`config.mk`:
```
export PLATFORM = sky130hd
export DESIGN_NAME = bp_table_ctrl
export DESIGN_NICKNAME = d
export VERILOG_FILES = /design/src/rtl/bp_pkg.sv /design/src/rtl/bp_pend_fifo.sv /design/src/rtl/bp_table_ctrl.sv
export SDC_FILE = /design/constraint.sdc
export NUM_CORES = 1
export LEC_CHECK = 0
export BUFFER_PORTS_ARGS = -buffer_cell sky130_fd_sc_hd__buf_2
export CORE_MARGIN = 5
export CORE_UTILIZATION = 47
export DETAILED_ROUTE_END_ITERATION = 8
export SLEW_MARGIN = 20
export SYNTH_ARGS = -nofsm -noshare
export SYNTH_HDL_FRONTEND = slang
export SYNTH_SLANG_ARGS = --single-unit
```
`constraint.sdc`:
```
create_clock -name clk -period 3.2 [get_ports clk]
set_input_delay 0 -clock clk [delete_from_list [all_inputs] [get_ports clk]]
set_output_delay 0 -clock clk [all_outputs]
set_load 0.005 [all_outputs]
```
`src/rtl/bp_pkg.sv`:
```
// Shared types for the branch-predictor pattern history table:
// 2-bit counter encoding, saturating update helper and controller FSM states.
package bp_pkg;

  localparam int CTR_W = 2;
  typedef logic [CTR_W-1:0] ctr_t;

  localparam ctr_t CTR_SNT = 2'd0;
  localparam ctr_t CTR_WNT = 2'd1;
  localparam ctr_t CTR_WT  = 2'd2;
  localparam ctr_t CTR_ST  = 2'd3;

  typedef enum logic {
    ST_INIT,
    ST_RUN
  } state_t;

  function automatic ctr_t ctr_sat_update(ctr_t ctr, bit taken);
    if (taken) begin
      return (ctr == CTR_ST) ? CTR_ST : ctr + 2'd1;
    end
    return (ctr == CTR_SNT) ? CTR_SNT : ctr - 2'd1;
  endfunction

endpackage

```
`src/rtl/bp_pend_fifo.sv`:
```
// Pending-prediction FIFO: head visible combinationally, push/pop take effect at the next edge.
// Flush empties it in one cycle and wins over a same-cycle push; push when full / pop when empty are ignored.
module bp_pend_fifo #(
  parameter int W     = 5,
  parameter int DEPTH = 4,
  localparam int AW   = $clog2(DEPTH)
) (
  input  logic          clk,
  input  logic          rst,
  input  logic          push_i,
  input  logic          pop_i,
  input  logic          flush_i,
  input  logic [W-1:0]  wdata_i,
  output logic [W-1:0]  rdata_o,
  output logic          full_o,
  output logic          empty_o,
  output logic [AW:0]   count_o
);

  localparam logic [AW-1:0] PTR_ONE = 1;
  localparam logic [AW:0]   CNT_ONE = 1;
  localparam logic [AW:0]   CNT_MAX = (AW+1)'(DEPTH);

  logic [W-1:0]  mem_q [DEPTH];
  logic [AW-1:0] wr_ptr_q, wr_ptr_d;
  logic [AW-1:0] rd_ptr_q, rd_ptr_d;
  logic [AW:0]   count_q, count_d;
  logic          do_push, do_pop;

  assign full_o  = (count_q == CNT_MAX);
  assign empty_o = (count_q == '0);
  assign count_o = count_q;
  assign rdata_o = mem_q[rd_ptr_q];

  assign do_push = push_i && !full_o && !flush_i;
  assign do_pop  = pop_i && !empty_o;

  always_comb begin
    wr_ptr_d = wr_ptr_q;
    rd_ptr_d = rd_ptr_q;
    count_d  = count_q;
    if (flush_i) begin
      wr_ptr_d = '0;
      rd_ptr_d = '0;
      count_d  = '0;
    end else begin
      if (do_push) wr_ptr_d = wr_ptr_q + PTR_ONE;
      if (do_pop)  rd_ptr_d = rd_ptr_q + PTR_ONE;
      if (do_push && !do_pop)      count_d = count_q + CNT_ONE;
      else if (do_pop && !do_push) count_d = count_q - CNT_ONE;
    end
  end

  always_ff @(posedge clk) begin
    if (do_push) mem_q[wr_ptr_q] <= wdata_i;
  end

  always_ff @(posedge clk or posedge rst) begin
    if (rst) begin
      wr_ptr_q <= '0;
      rd_ptr_q <= '0;
      count_q  <= '0;
    end else begin
      wr_ptr_q <= wr_ptr_d;
      rd_ptr_q <= rd_ptr_d;
      count_q  <= count_d;
    end
  end

endmodule

```
`src/rtl/bp_table_ctrl.sv`:
```
// Pattern history table controller: 1-cycle prediction latency, in-order resolves update the counter each prediction used.
// Requests are back-pressured (req_ready low) while sweeping after reset or when Q_DEPTH predictions are outstanding.
module bp_table_ctrl
  import bp_pkg::*;
#(
  parameter int   IDX_W    = 4,
  parameter int   Q_DEPTH  = 4,
  parameter ctr_t CTR_INIT = 2'd1
) (
  input  logic             clk,
  input  logic             rst,
  input  logic             req_valid,
  input  logic [IDX_W-1:0] req_idx,
  output logic             req_ready,
  output logic             pred_valid,
  output logic             pred_taken,
  input  logic             resolve_valid,
  input  logic             resolve_taken,
  input  logic             flush,
  output logic             mispredict,
  output logic             resolve_err,
  output logic             busy
);

  localparam int QW = $clog2(Q_DEPTH);
  localparam int ENTRIES = 2 ** IDX_W;
  localparam logic [IDX_W-1:0] PTR_ONE  = 1;
  localparam logic [IDX_W-1:0] PTR_LAST = '1;
  localparam logic [QW:0]      Q_FULL   = (QW+1)'(Q_DEPTH);

  typedef struct packed {
    logic [IDX_W-1:0] idx;
    logic             pred;
  } pend_t;

  state_t           state_q, state_d;
  logic [IDX_W-1:0] init_ptr_q, init_ptr_d;
  ctr_t             tbl_q [ENTRIES];

  logic  pred_valid_q, pred_valid_d;
  logic  pred_taken_q, pred_taken_d;
  logic  mispredict_q, mispredict_d;
  logic  resolve_err_q, resolve_err_d;

  logic        run;
  logic        req_acc, res_acc, bypass;
  ctr_t        upd_ctr, rd_ctr;
  pend_t       push_dat, head_dat;
  logic        fifo_push, fifo_full, fifo_empty;
  logic [QW:0] fifo_count;

  always_comb begin
    state_d    = state_q;
    init_ptr_d = init_ptr_q;
    busy       = 1'b0;
    run        = 1'b0;
    unique case (state_q)
      ST_INIT: begin
        busy       = 1'b1;
        init_ptr_d = init_ptr_q + PTR_ONE;
        if (init_ptr_q == PTR_LAST) state_d = ST_RUN;
      end
      ST_RUN:  run = 1'b1;
      default: state_d = ST_INIT;
    endcase
  end

  assign req_ready = run && (fifo_count != Q_FULL);
  // A flush drops the same-cycle request, but a same-cycle resolve still pops and updates.
  assign req_acc   = req_valid && req_ready && !flush;
  assign res_acc   = run && resolve_valid && !fifo_empty;

  assign upd_ctr = ctr_sat_update(tbl_q[head_dat.idx], resolve_taken);
  assign bypass  = res_acc && (head_dat.idx == req_idx);
  assign rd_ctr  = bypass ? upd_ctr : tbl_q[req_idx];

  assign push_dat.idx  = req_idx;
  assign push_dat.pred = rd_ctr[CTR_W-1];
  assign fifo_push     = req_acc && !fifo_full;

  always_comb begin
    pred_valid_d  = req_acc;
    pred_taken_d  = req_acc && rd_ctr[CTR_W-1];
    mispredict_d  = res_acc && (head_dat.pred != resolve_taken);
    resolve_err_d = run && resolve_valid && fifo_empty;
  end

  bp_pend_fifo #(
    .W     ($bits(pend_t)),
    .DEPTH (Q_DEPTH)
  ) u_pend_fifo (
    .clk     (clk),
    .rst     (rst),
    .push_i  (fifo_push),
    .pop_i   (res_acc),
    .flush_i (run && flush),
    .wdata_i (push_dat),
    .rdata_o (head_dat),
    .full_o  (fifo_full),
    .empty_o (fifo_empty),
    .count_o (fifo_count)
  );

  // Counter storage has no reset; the sweep in ST_INIT defines every entry.
  always_ff @(posedge clk) begin
    if (state_q == ST_INIT) tbl_q[init_ptr_q] <= CTR_INIT;
    else if (res_acc)       tbl_q[head_dat.idx] <= upd_ctr;
  end

  always_ff @(posedge clk or posedge rst) begin
    if (rst) begin
      state_q       <= ST_INIT;
      init_ptr_q    <= '0;
      pred_valid_q  <= 1'b0;
      pred_taken_q  <= 1'b0;
      mispredict_q  <= 1'b0;
      resolve_err_q <= 1'b0;
    end else begin
      state_q       <= state_d;
      init_ptr_q    <= init_ptr_d;
      pred_valid_q  <= pred_valid_d;
      pred_taken_q  <= pred_taken_d;
      mispredict_q  <= mispredict_d;
      resolve_err_q <= resolve_err_d;
    end
  end

  assign pred_valid  = pred_valid_q;
  assign pred_taken  = pred_taken_q;
  assign mispredict  = mispredict_q;
  assign resolve_err = resolve_err_q;

endmodule

```
# Yosys cells after proc, flatten, opt, wreduce, memory -nomap -nowiden
# Memories as Yosys holds them, arrays and structs flattened.
# Cells that the tools add are included.
# op_classes
add_sub_neg,7
mul,0
div_mod_pow,0
n_lt_le_gt_ge,0
n_eq_ne,6
shift,0
n_mux,25
bitwise,0
reduce_logical,28
# ops
op,n
2-bit two-way mux,10
1-bit logical AND,16
1-bit two-way mux,11
3-bit two-way mux,3
2-bit by 1-bit adder with 2-bit output (second input constant),3
1-bit zero test,6
4-bit by 1-bit adder with 4-bit output (second input constant),1
4-bit == test,1
4-bit == test (second input constant),1
4-bit two-way mux,1
2-bit nonzero test,2
3-bit by 1-bit adder with 3-bit output (second input constant),1
3-bit == test (second input constant),1
3-bit zero test,1
3-bit inequality test (second input constant),1
3-bit nonzero test,1
3-bit by 1-bit subtractor with 3-bit output (second input constant),1
2-bit == test (second input constant),1
2-bit zero test,1
2-bit OR reduction,1
2-bit by 1-bit subtractor with 2-bit output (second input constant),1
1-bit inequality test,1
# totals
ff_bits,16
latchBits,0
ram_bits,52
mem_bits_ro,0
inputBits,10
out_inout_bits,6
elab_cells,77
mem_count,2
# memory_table
memory,words,width,rd,rd_ports_with_merged_regs,wr,line,rtl
tbl_q,16,2,2,0,1,bp_table_ctrl.sv:38,ctr_t tbl_q [ENTRIES];
u_pend_fifo.mem_q,4,5,1,0,1,bp_pend_fifo.sv:24,logic [W-1:0] mem_q [DEPTH];

# Longest topological paths before layout
# logic_depth
ltp_word,12
mapped_depth,10
mapped_depth_nobuf,10

# Modules after synthesis
# From an unflattened synthesis, not the netlist that was laid out.
# unflattened
cells_unflattened,248
hier_area_um2,3444.6
# by_module_without_submodules
module,instances,cells_per_inst,area_each_um2,seq_area_each_um2
bp_table_ctrl,1,152,2089.5,1186.1
bp_pend_fifo,1,96,1355.0,775.7

# Worst setup path before layout
# Ideal clock, no wire load.
# synth_timing
kind,register to register
startpoint,register u_pend_fifo.rd_ptr_q[0]
endpoint,"memory tbl_q[0][0] (netlist bit), data pin"
setup_ns,0.330
arrival_ns,2.569
t_required_ns,2.870
path_slack_ns,0.301
path_stages_with_launch,10
n_path_buf,2
period_less_slack_ns,2.899
path_cell_list,dfrtp_1 buf_6 mux4_2 buf_6 mux2i_1 mux2_2 o22ai_1 nor3_2 a21oi_1 o21ai_0
# synth_via
elab_chain_cells,7
elab_cells_between_ends,11
classes_between,2 x add/sub; 1 x eq/ne; 5 x mux; 1 x reduce/logical; 2 x memory
# synth_rtl
element,line,rtl
start: declaration,bp_pend_fifo.sv:26,"logic [AW-1:0] rd_ptr_q, rd_ptr_d;"
start signal: assignment,bp_pend_fifo.sv:65,rd_ptr_q <= rd_ptr_d;
memory read 4 x 5 bit (*),--,
memory read 16 x 2 bit (*),--,
2-bit by 1-bit adder with 2-bit output or 2-bit == test (tied branches),bp_pkg.sv:20,return (ctr == CTR_ST) ? CTR_ST : ctr + 2'd1;
2-bit two-way mux,bp_pkg.sv:20,
2-bit two-way mux,bp_pkg.sv:19,if (taken) begin
2-bit two-way mux (*),bp_pkg.sv:22,return (ctr == CTR_SNT) ? CTR_SNT : ctr - 2'd1;
2-bit two-way mux (no source line) (*),--,
end: declaration,bp_table_ctrl.sv:38,
# Mark *: on every way between the ends. The rest lies on a longest branch, timed or not. The select of a mux whose other input is x is not followed.

# Worst setup path in the final report
# layout_timing
startpoint,register u_pend_fifo.rd_ptr_q[0]
endpoint,"memory tbl_q[9][1] (netlist bit), data pin"
# Same word-level chain as after synthesis.

==> flow_metrics.env <==
export IMPL_max_slew_margin_pct=57.9
export IMPL_antenna_found_initial=0
export IMPL_dp_slack_ps=400
export IMPL_ir_drop_mv=0.337
export IMPL_drc=0
export IMPL_leakagePower_nw=1.35
export IMPL_grt_pass1_wl_microns=10900
export IMPL_wl_per_cell_microns=18.6
export IMPL_cts_buffers_inserted=9
export IMPL_max_cap_violations=0
export IMPL_die_w_microns=92.7
export IMPL_dieHeight_microns=92.7
export IMPL_cts_num_sinks=68
export IMPL_vias_per_cell=5.52
export IMPL_cts_root_buffer_cell="clkbuf_8"
export IMPL_start_util_pct=47.9
export IMPL_syn2layout_area_growth_pct=12.0
export IMPL_syn_area_per_cell_sq_um=13.9
export IMPL_ios=16
export IMPL_synthFlopType="edfxtp_1"
export IMPL_syn_area_sq_um=3220
export IMPL_fin_worst_skew_ps=10.7
export IMPL_cp_slowest_stage_delay_ps=810
export IMPL_hpwl_microns=4500
export IMPL_status="finished, final reports clean"
export IMPL_worstPathCellList="mux4_2 > mux2i_1 > mux2_2 > o22ai_1 > nor3_2 > maj3_2 > nor2_1 > buf_4"
export IMPL_grt_util_all_layers_pct=17.0
export IMPL_routed_wl_microns=6390
export IMPL_grt_max_degree=24
export IMPL_min_path_type="input port to flop"
export IMPL_vias=1894
export IMPL_num_antenna_cells=0
export IMPL_fin_setup_tns_ps=0
export IMPL_grt_overflow=0
export IMPL_critPathSlowestCell="mux4_2"
export IMPL_drt_iter0_drc=103
export IMPL_max_clock_path_buffers=2
export IMPL_drt_pass1_iter_count=5
export IMPL_fmax_mhz=355
export IMPL_r2r_start="u_pend_fifo.rd_ptr_q[0]$_DFFE_PP0P_"
export IMPL_clk_pin_slew_worst_paths_ps=80
export IMPL_gp_congestion=0.779
export IMPL_cts_tree="built"
export IMPL_ff2ff_setup_slack_ps=380
export IMPL_critPathKind="flop to flop"
export IMPL_worst_path_buf_inv=1
export IMPL_worstHoldStart="req_idx[2]"
export IMPL_yosysSeqAreaShare_pct=61.0
export IMPL_multiInputGateArea_sq_um=1140
export IMPL_worstSetupStartpointType="flop"
export IMPL_final_layout_size_suffix_gt1_share_pct=19.4
export IMPL_slew_violations=0
export IMPL_reg2reg_to="tbl_q[9][1]$_DFFE_PP_"
export IMPL_whs_path_depth=1
export IMPL_end_kind="flop"
export IMPL_crit_required_ps=3380
export IMPL_syn_instance_count=231
export IMPL_synthArstFlopShare_pct=23.5
export IMPL_holdPathEnd="u_pend_fifo.mem_q[2][3]$_DFFE_PP_"
export IMPL_nNetsFinal=275
export IMPL_worst_ep_arrival_time_ps=3000
export IMPL_post_cts_repair_setup_buffers=0
export IMPL_fin_ws_ps=382
export IMPL_yosys_warnings=0
export IMPL_hold_slack_ps=27.6
export IMPL_synth_distinct_cells=39
export IMPL_tightest_slew_ps=630
export IMPL_reg2reg_depth=8
export IMPL_fin_crit_sh_pct=88.1
export IMPL_fillers=561
export IMPL_setup_violations=0
export IMPL_crit_family="multiplexers"
export IMPL_ys_ff_latch=68
export IMPL_io_buffers=15
export IMPL_seqCellArea_sq_um=1960
export IMPL_floorplan_rows=30
export IMPL_final_min_clock_period_ps=2820
export IMPL_syn_nets=248
export IMPL_ant_nets=0
export IMPL_clk_insertion_delay_late_ps=350
export IMPL_die_area_sq_um=8600
export IMPL_critPathMaxFanout=23
export IMPL_synth_edf_count=52
export IMPL_grt_pass1_vias=2027
export IMPL_p_per_area_nw_per_um2=739
export IMPL_total_power_w=0.00266
export IMPL_core_sq_um=6720
export IMPL_htreeDepth=3
export IMPL_rsz0062_at_grt="no"
export IMPL_hold_violations=0
-- layout by cell type, fill, tap and decap left out, types with 4 or more instances in the layout --
cell / count
edfxtp_1: 52
buf_4: 4
mux4_2: 8
buf_2: 15
and2_1: 6
a21oi_1: 9
clkbuf_8: 9
dlygate4sd3_1: 6
nand2_1: 17
dfrtp_1: 16
a211oi_1: 4
mux2i_1: 19
nor2_1: 28
o22ai_1: 5
ha_1: 6
nor3_1: 4
inv_1: 8
xnor2_1: 11
-- how the worst max path moves through the flow --
stage,from,end,slack [ps],cells past startpoint
4_1_cts,u_pend_fifo.rd_ptr_q[0]$_DFFE_PP0P_,tbl_q[10][1]$_DFFE_PP_,380,8
5_1_grt,u_pend_fifo.rd_ptr_q[0]$_DFFE_PP0P_,tbl_q[9][1]$_DFFE_PP_,190,8
3_3_place_gp,u_pend_fifo.rd_ptr_q[0]$_DFFE_PP0P_,tbl_q[8][1]$_DFFE_PP_,450,8
3_5_place_dp,u_pend_fifo.rd_ptr_q[0]$_DFFE_PP0P_,tbl_q[15][1]$_DFFE_PP_,400,8
2_1_floorplan,u_pend_fifo.rd_ptr_q[0]$_DFFE_PP0P_,tbl_q[0][0]$_DFFE_PP_,300,9
6_report,u_pend_fifo.rd_ptr_q[0]$_DFFE_PP0P_,tbl_q[9][1]$_DFFE_PP_,380,8
-- synth_stat cells (2+ instances only) --
cell / count / area (sq um)
ha_1: 6 / 75.1
nand3_1: 3 / 15.0
a211oi_1: 4 / 30.0
nor2b_1: 2 / 12.5
mux4_1: 2 / 52.6
nor3_1: 4 / 20.0
xor2_1: 3 / 26.3
nand2_1: 17 / 63.8
nor2_1: 28 / 105
and2_1: 6 / 37.5
clkbuf_1: 3 / 11.3
edfxtp_1: 52 / 1560
dfrtp_1: 16 / 400
o22ai_1: 5 / 31.3
buf_6: 3 / 33.8
mux4_2: 8 / 180
a21oi_1: 9 / 45.0
inv_1: 8 / 30.0
mux2i_1: 19 / 190
xnor2_1: 11 / 96.3
o21ai_0: 2 / 10.0
mux2_2: 3 / 33.8
-- cells by family (layout without fill, tap and decap cells) --
group,count (synthesis),count (layout),synth area share (%)
adder cells (fa/ha/maj),8,8,3.31
XOR/XNOR,14,14,3.81
AND/OR/NAND/NOR,67,67,9.57
multiplexers,32,32,14.2
flip-flops,68,68,61.0
buffers and inverters,18,50,3.50
AO/OA/AOI/OAI,24,24,4.63
-- flip-flops by register name, summed over array words and instances, names as in the netlist --
signal and count:
u_pend_fifo.wr_ptr_q 2, init_ptr_q 4, tbl_q 32, u_pend_fifo.mem_q 20, pred_valid 1, state_q 1
u_pend_fifo.count_o 3, u_pend_fifo.rd_ptr_q 2, resolve_err 1, pred_taken 1, mispredict 1
-- power by group --
group / total [W] / internal (W) / switching [W]
logic: 0.000832 / 0.000352 / 0.000480
registers: 0.00112 / 0.00108 / 0.0000407
clock network: 0.000713 / 0.000363 / 0.000350
-- final cells by class --
class                      count  share of cell area [%]
clock buffer                   9                    3.44
clock inverter                 7                    2.12
inverter                       9                   0.937
multi-input combinational    145                    31.7
sequential                    68                    54.4
tap                           80                    2.78
timing repair buffer          25                    4.58
-- routing by layer --
metal  GRT usage [%]  vias to the layer above  wire, microns
li1                -                      898              -
met1            23.2                      947           2970
met2            25.8                       37           3050
met3            4.22                       12            226
met4            7.20                        0            141
met5               0                        -              0
-- through the flow --
step	instances	instance area, sq um	utilization [%]
after floorplan	231	3220	-
after global placement	321	3340	49.8
after detailed placement	321	3340	49.8
after CTS	343	3600	53.6
after global routing	343	3600	53.6
final	343	3600	53.6
-- timing repair --
action,in CTS,in global routing
gates resized for setup,0,0
endpoints found under the hold margin,33,0
hold buffers,6,0
No activity file was read; power rests on OpenSTA's default activity.
